## src/rtl/aes_frame_assembler.sv

```systemverilog
// Assembles a header byte plus 16 UART payload bytes into a 128-bit AES key or
// plaintext block, then hands it to the key expander or the cipher.
module aes_frame_assembler #(
    parameter logic [7:0] HDR_KEY        = 8'h4B,
    parameter logic [7:0] HDR_DATA       = 8'h50,
    parameter int         TIMEOUT_CYCLES = 1_000_000
) (
    input  logic         clk,
    input  logic         rst_n,
    input  logic         rx_valid,
    input  logic [7:0]   rx_data,
    output logic [127:0] key,
    output logic         key_start,
    input  logic         key_done,
    output logic         key_loaded,
    output logic [127:0] pt_data,
    output logic         pt_valid,
    input  logic         pt_ready,
    output logic         busy,
    output logic         frame_err,
    output logic         overrun
);

    localparam int TW = $clog2(TIMEOUT_CYCLES);
    localparam logic [TW-1:0] TMO_LAST = TW'(TIMEOUT_CYCLES - 1);

    typedef enum logic [1:0] {S_HDR, S_BYTES, S_KEY_WAIT, S_PT_HOLD} state_e;

    state_e        state_q, state_d;
    logic [127:0]  shift_q, shift_d;
    logic [3:0]    cnt_q, cnt_d;
    logic [TW-1:0] tmo_q, tmo_d;
    logic          is_key_q, is_key_d;
    logic [127:0]  key_q, key_d;
    logic [127:0]  pt_data_q, pt_data_d;
    logic          pt_valid_q, pt_valid_d;
    logic          key_start_q, key_start_d;
    logic          key_loaded_q, key_loaded_d;
    logic          frame_err_q, frame_err_d;
    logic          overrun_q, overrun_d;
    logic [127:0]  assembled;

    assign assembled = {shift_q[119:0], rx_data};

    always_comb begin
        // NOTE: every signal gets its hold/idle value first so no path leaves it unassigned (no latches).
        state_d      = state_q;
        shift_d      = shift_q;
        cnt_d        = cnt_q;
        tmo_d        = tmo_q;
        is_key_d     = is_key_q;
        key_d        = key_q;
        pt_data_d    = pt_data_q;
        pt_valid_d   = pt_valid_q;
        key_loaded_d = key_loaded_q;
        key_start_d  = 1'b0;
        frame_err_d  = 1'b0;
        overrun_d    = 1'b0;

        case (state_q)
            S_HDR: begin
                if (rx_valid) begin
                    if (rx_data == HDR_KEY || rx_data == HDR_DATA) begin
                        is_key_d = (rx_data == HDR_KEY);
                        cnt_d    = '0;
                        tmo_d    = '0;
                        state_d  = S_BYTES;
                    end else begin
                        frame_err_d = 1'b1;
                    end
                end
            end
            S_BYTES: begin
                // A byte arriving on the threshold cycle wins over the timeout.
                if (rx_valid) begin
                    shift_d = assembled;
                    cnt_d   = cnt_q + 4'd1;
                    tmo_d   = '0;
                    if (cnt_q == 4'd15) begin
                        if (is_key_q) begin
                            key_d       = assembled;
                            key_start_d = 1'b1;
                            state_d     = S_KEY_WAIT;
                        end else begin
                            pt_data_d  = assembled;
                            pt_valid_d = 1'b1;
                            state_d    = S_PT_HOLD;
                        end
                    end
                end else if (tmo_q == TMO_LAST) begin
                    frame_err_d = 1'b1;
                    state_d     = S_HDR;
                end else begin
                    tmo_d = tmo_q + 1'b1;
                end
            end
            S_KEY_WAIT: begin
                overrun_d = rx_valid;
                if (key_done) begin
                    key_loaded_d = 1'b1;
                    state_d      = S_HDR;
                end
            end
            S_PT_HOLD: begin
                overrun_d = rx_valid;
                if (pt_valid_q && pt_ready) begin
                    pt_valid_d = 1'b0;
                    state_d    = S_HDR;
                end
            end
            default: state_d = S_HDR;
        endcase
    end

    // NOTE: state registers use non-blocking assignments so all flops update together at the edge.
    always_ff @(posedge clk or negedge rst_n) begin
        if (!rst_n) begin
            state_q      <= S_HDR;
            shift_q      <= '0;
            cnt_q        <= '0;
            tmo_q        <= '0;
            is_key_q     <= 1'b0;
            key_q        <= '0;
            pt_data_q    <= '0;
            pt_valid_q   <= 1'b0;
            key_start_q  <= 1'b0;
            key_loaded_q <= 1'b0;
            frame_err_q  <= 1'b0;
            overrun_q    <= 1'b0;
        end else begin
            state_q      <= state_d;
            shift_q      <= shift_d;
            cnt_q        <= cnt_d;
            tmo_q        <= tmo_d;
            is_key_q     <= is_key_d;
            key_q        <= key_d;
            pt_data_q    <= pt_data_d;
            pt_valid_q   <= pt_valid_d;
            key_start_q  <= key_start_d;
            key_loaded_q <= key_loaded_d;
            frame_err_q  <= frame_err_d;
            overrun_q    <= overrun_d;
        end
    end

    assign key        = key_q;
    assign key_start  = key_start_q;
    assign key_loaded = key_loaded_q;
    assign pt_data    = pt_data_q;
    assign pt_valid   = pt_valid_q;
    assign busy       = (state_q == S_KEY_WAIT) || (state_q == S_PT_HOLD);
    assign frame_err  = frame_err_q;
    assign overrun    = overrun_q;

endmodule

```

## config.mk

```make
export PLATFORM = sky130hd
export DESIGN_NAME = aes_frame_assembler
export DESIGN_NICKNAME = d
export VERILOG_FILES = /design/src/rtl/aes_frame_assembler.sv
export SDC_FILE = /design/constraint.sdc
export NUM_CORES = 1
export LEC_CHECK = 0
export ABC_AREA = 1
export CORE_ASPECT_RATIO = 1.2
export CORE_MARGIN = 2
export CORE_UTILIZATION = 37
export CTS_CLUSTER_SIZE = 14
export DETAILED_ROUTE_END_ITERATION = 7
export GPL_TIMING_DRIVEN = 0
export PLACE_DENSITY = 0.57
export RECOVER_POWER = 100
export SLEW_MARGIN = 20
export SYNTH_ARGS = -nofsm -noshare
export SYNTH_HDL_FRONTEND = slang
export SYNTH_SLANG_ARGS = --single-unit
```

## constraint.sdc

```tcl
create_clock -name clk -period 2.06 [get_ports clk]
set_clock_uncertainty 0.2 [all_clocks]
set_input_delay 0.206 -clock clk [delete_from_list [all_inputs] [get_ports clk]]
set_output_delay 0.206 -clock clk [all_outputs]
set_load 0.05 [all_outputs]
```

==> impl_metrics.json <==
{
  "num-fill-cells": 4175,
  "syn-num-nets": 1650,
  "post-route-drc-count": 0,
  "grt_start_max_net_pins": 99,
  "site_row_count": 83,
  "globalRouteOverflowTotal": 0,
  "power.density_cell_area_nw_per_um2": 1038,
  "tightest_slew_ns": 0.8193,
  "die_area_um2": 45450,
  "global_route.peak_usage_layer": "met2",
  "synthesis.instances": 1635,
  "post-layout-total-power_mw": 21.66,
  "wire_per_inst_um": 18.67,
  "antenna_found_initial": 0,
  "worst_ep_required_time_ns": 2.29,
  "fmax_achieved_ghz": 0.5200,
  "globalRouteTotalUtil_pct": 21.11,
  "sequential_cell_area_um2": 10210,
  "maxCapViolCount": 0,
  "globalRouteMet3Util_pct": 4.490,
  "critPathKind": "reg -> reg",
  "initial_core_util_pct": 37.65,
  "outcome": "complete, but fails checks",
  "totalWireLength_um": 47380,
  "synth.distinct_cells": 29,
  "final_max_slew_viol_count": 0,
  "path_cells": "buf_6 > inv_2 > nand2_4 > nor2_4 > inv_4 > nor3_4 > inv_2 > buf_12 > buf_6 > nand2_1 > o21ai_2",
  "drt-vias-per-instance": 4.873,
  "synth_compound_gate_area_share_pct": 15.22,
  "cts.sinks": 408,
  "simple_gate_area_share_of_the_yosys_netlist_pct": 14.03,
  "io_pins": 275,
  "area_growth_syn_to_layout_pct": 28.95,
  "max_slew_margin_pct": 45.38,
  "clkTransAtPathRegs_ns": 0.06,
  "drive_gt1_share_pct": 14.51,
  "cpPeakStageDelay_ns": 0.37,
  "grt_pass1_vias": 12910,
  "worstSkewPairLatency_ns": 0.55,
  "dr.pass1.iters": 5,
  "layout_worst_path_cycle_share_pct": 93.35,
  "multi_input_area_um2": 4850,
  "critPathMaxFanout": 10,
  "muxShareOfSynthArea_pct": 0,
  "cp_data_arrival_time_ns": 2.15,
  "design.final.nets": 1976,
  "detail_route.iter0.violations": 807,
  "htree_depth": 2,
  "synth_top_family_by_area": "compound AO/OA/AOI/OAI gates",
  "groute.layer.met2.usage_pct": 35.67,
  "numCtsBuffers": 42,
  "worst_setup_path_start_kind": "flip-flop",
  "final_cell_mix": "nand2_1 (472), dfrtp_1 (407), o21ai_0 (272)",
  "final-hold-violation-count": 4,
  "syn_area_um2": 16190,
  "cts_root_buf": "clkbuf_16",
  "core_footprint_um2": 42990,
  "hold_path.class": "in -> async",
  "chip_height_um": 233.1,
  "synth_xor_xnor_area_share_pct": 0.3246,
  "power.leakage_nw": 10.34,
  "gp_congestion": 0.8489,
  "drt.antenna.violating_nets": 0,
  "mostFrequentLayoutCell": "nand2_1",
  "min_period_ns": 1.923,
  "setup_violations": 0,
  "dp_worst_setup_slack_ns": -0.4993,
  "violations": "hold timing",
  "synthAdderAreaFrac_pct": 0.1546,
  "use_met1_pct": 27.37,
  "timing.hold.ws_ns": -0.01641,
  "crit_path_end_kind": "flip-flop",
  "ir_worst_vdd_mv": 0.6237,
  "setup_ws_ns": 0.1371,
  "timing.critical_path.slowest_stage_cell": "dfrtp_1",
  "vias": 12370,
  "tritoncts": "yes",
  "synth_seq_cells": 408,
  "ff2ff_path_depth": 11,
  "synth-warning-count": 0,
  "seq_area_frac_synth_pct": 63.07,
  "first_pass_grt_wire_length_um": 74640,
  "floorplan.die.width_um": 194.9,
  "place_hpwl_um": 33960,
  "buffer_ports.inserted": 273,
  "cts.path.max_buffers": 3,
  "synth_area_per_cell_um2": 9.901
}
[worst max-delay path: cells and delay by family (launching register included)]
family / cells / cell delay [ns]
flops: 1 / 0.37
simple gates: 4 / 0.47
buf+inv: 6 / 0.71
compound gates: 1 / 0.05
[cells by family after synthesis]
logic type / count (synthesis)
adders and majority gates: 2
buffers and inverters: 244
DFF: 408
xor gates and xnor gates: 6
and+or+nand+nor: 575
AOI/OAI and AO/OA: 400
[cells in the mapped netlist]
cell / number / area, um^2
nand2_1: 473 / 1775
dfrtp_1: 408 / 10210
o21ai_0: 273 / 1366
inv_1: 149 / 559.3
o21ai_2: 120 / 1051
nor2_1: 45 / 168.9
buf_2: 32 / 160.2
nand3_1: 32 / 160.2
clkbuf_1: 30 / 112.6
buf_6: 27 / 304.0
nand4_1: 10 / 62.56
or2_2: 5 / 31.28
xor2_1: 5 / 43.79
inv_2: 4 / 15.01
nor3_1: 3 / 15.01
buf_4: 2 / 15.01
ha_1: 2 / 25.02
nand2_2: 2 / 12.51
nand3b_1: 2 / 15.01
o21ai_1: 2 / 10.01
a21oi_1: 1 / 5.000
a31o_2: 1 / 8.760
nor2_2: 1 / 6.260
nor3_4: 1 / 16.27
nor3b_1: 1 / 7.510
o21a_1: 1 / 7.510
o21bai_1: 1 / 7.510
o31ai_1: 1 / 7.510
xnor2_1: 1 / 8.760
[stage by stage]
stage	hold slack, ns	TNS [ns]	instance area [um^2]	utilization [%]	cells
after floorplan	-0.2896	0	16190	-	1635
after CTS	0.01556	0	20810	48.41	2535
final	-0.01641	0	20880	48.55	2538
after global routing	0.04263	-0.02272	20870	48.55	2537
after detailed placement	0.0001132	-60.49	19750	45.95	2465
after global placement	0.2604	-7181.06	19610	45.61	2460
[where the power goes]
part	switching, mW	internal (mW)
logic	3.34	1.15
registers	0.799	9.19
clock network	3.05	4.13
total	7.19	14.5
[registers in the layout, indices dropped and copies added (netlist names)]
register    flops
key           128
pt_valid        1
cnt_q           4
tmo_q          20
key_start       1
frame_err       1
pt_data       128
overrun         1
shift_q       120
is_key_q        1
key_loaded      1
state_q         2
[worst paths after layout]
check / start / endpoint / slack, ns
worst max-delay path: state_q[1]$_DFFE_PN0P_ / key[8]$_DFFE_PN0P_ / 0.14
worst min-delay path: rst_n / tmo_q[16]$_DFFE_PN0P_ / -0.02
worst max register to register: state_q[1]$_DFFE_PN0P_ / key[8]$_DFFE_PN0P_ / 0.14
worst min register to register: key_loaded$_DFFE_PN0P_ / key_loaded$_DFFE_PN0P_ / 0.26
max in group asynchronous: rst_n / key[38]$_DFFE_PN0P_ / 0.37
min in group clk: rx_data[6] / shift_q[6]$_DFFE_PN0P_ / 0.09
[layer usage]
| layer | vias up | part of all wire [%] |
|---|---|---|
| met1 | 6102 | 43 |
| met2 | 285 | 49 |
| met3 | 69 | 5.5 |
| met5 | - | 0 |
| li1 | 5912 | - |
| met4 | 0 | 2.5 |
[timing repair]
| action | in CTS | in global routing |
|---|---|---|
| hold buffers | 2 | 0 |
| endpoints found under the setup margin | 518 | 392 |
| setup buffers | 0 | 2 |
| endpoints found under the hold margin | 263 | 0 |
| gates resized for setup | 303 | 34 |
| pin swaps | 0 | 1 |
[cell type report]
type                            instances  area share (%)
Antenna cell                            1         0.01199
Buffer                                 91           3.452
Clock buffer                           62           5.928
Clock inverter                          6          0.1798
Inverter                              153           2.763
Multi-Input combinational cell        983           23.23
Sequential cell                       408           48.91
Tap cell                              552           3.309
Timing Repair Buffer                  282           12.21
Power figures use the tool's default switching activity.
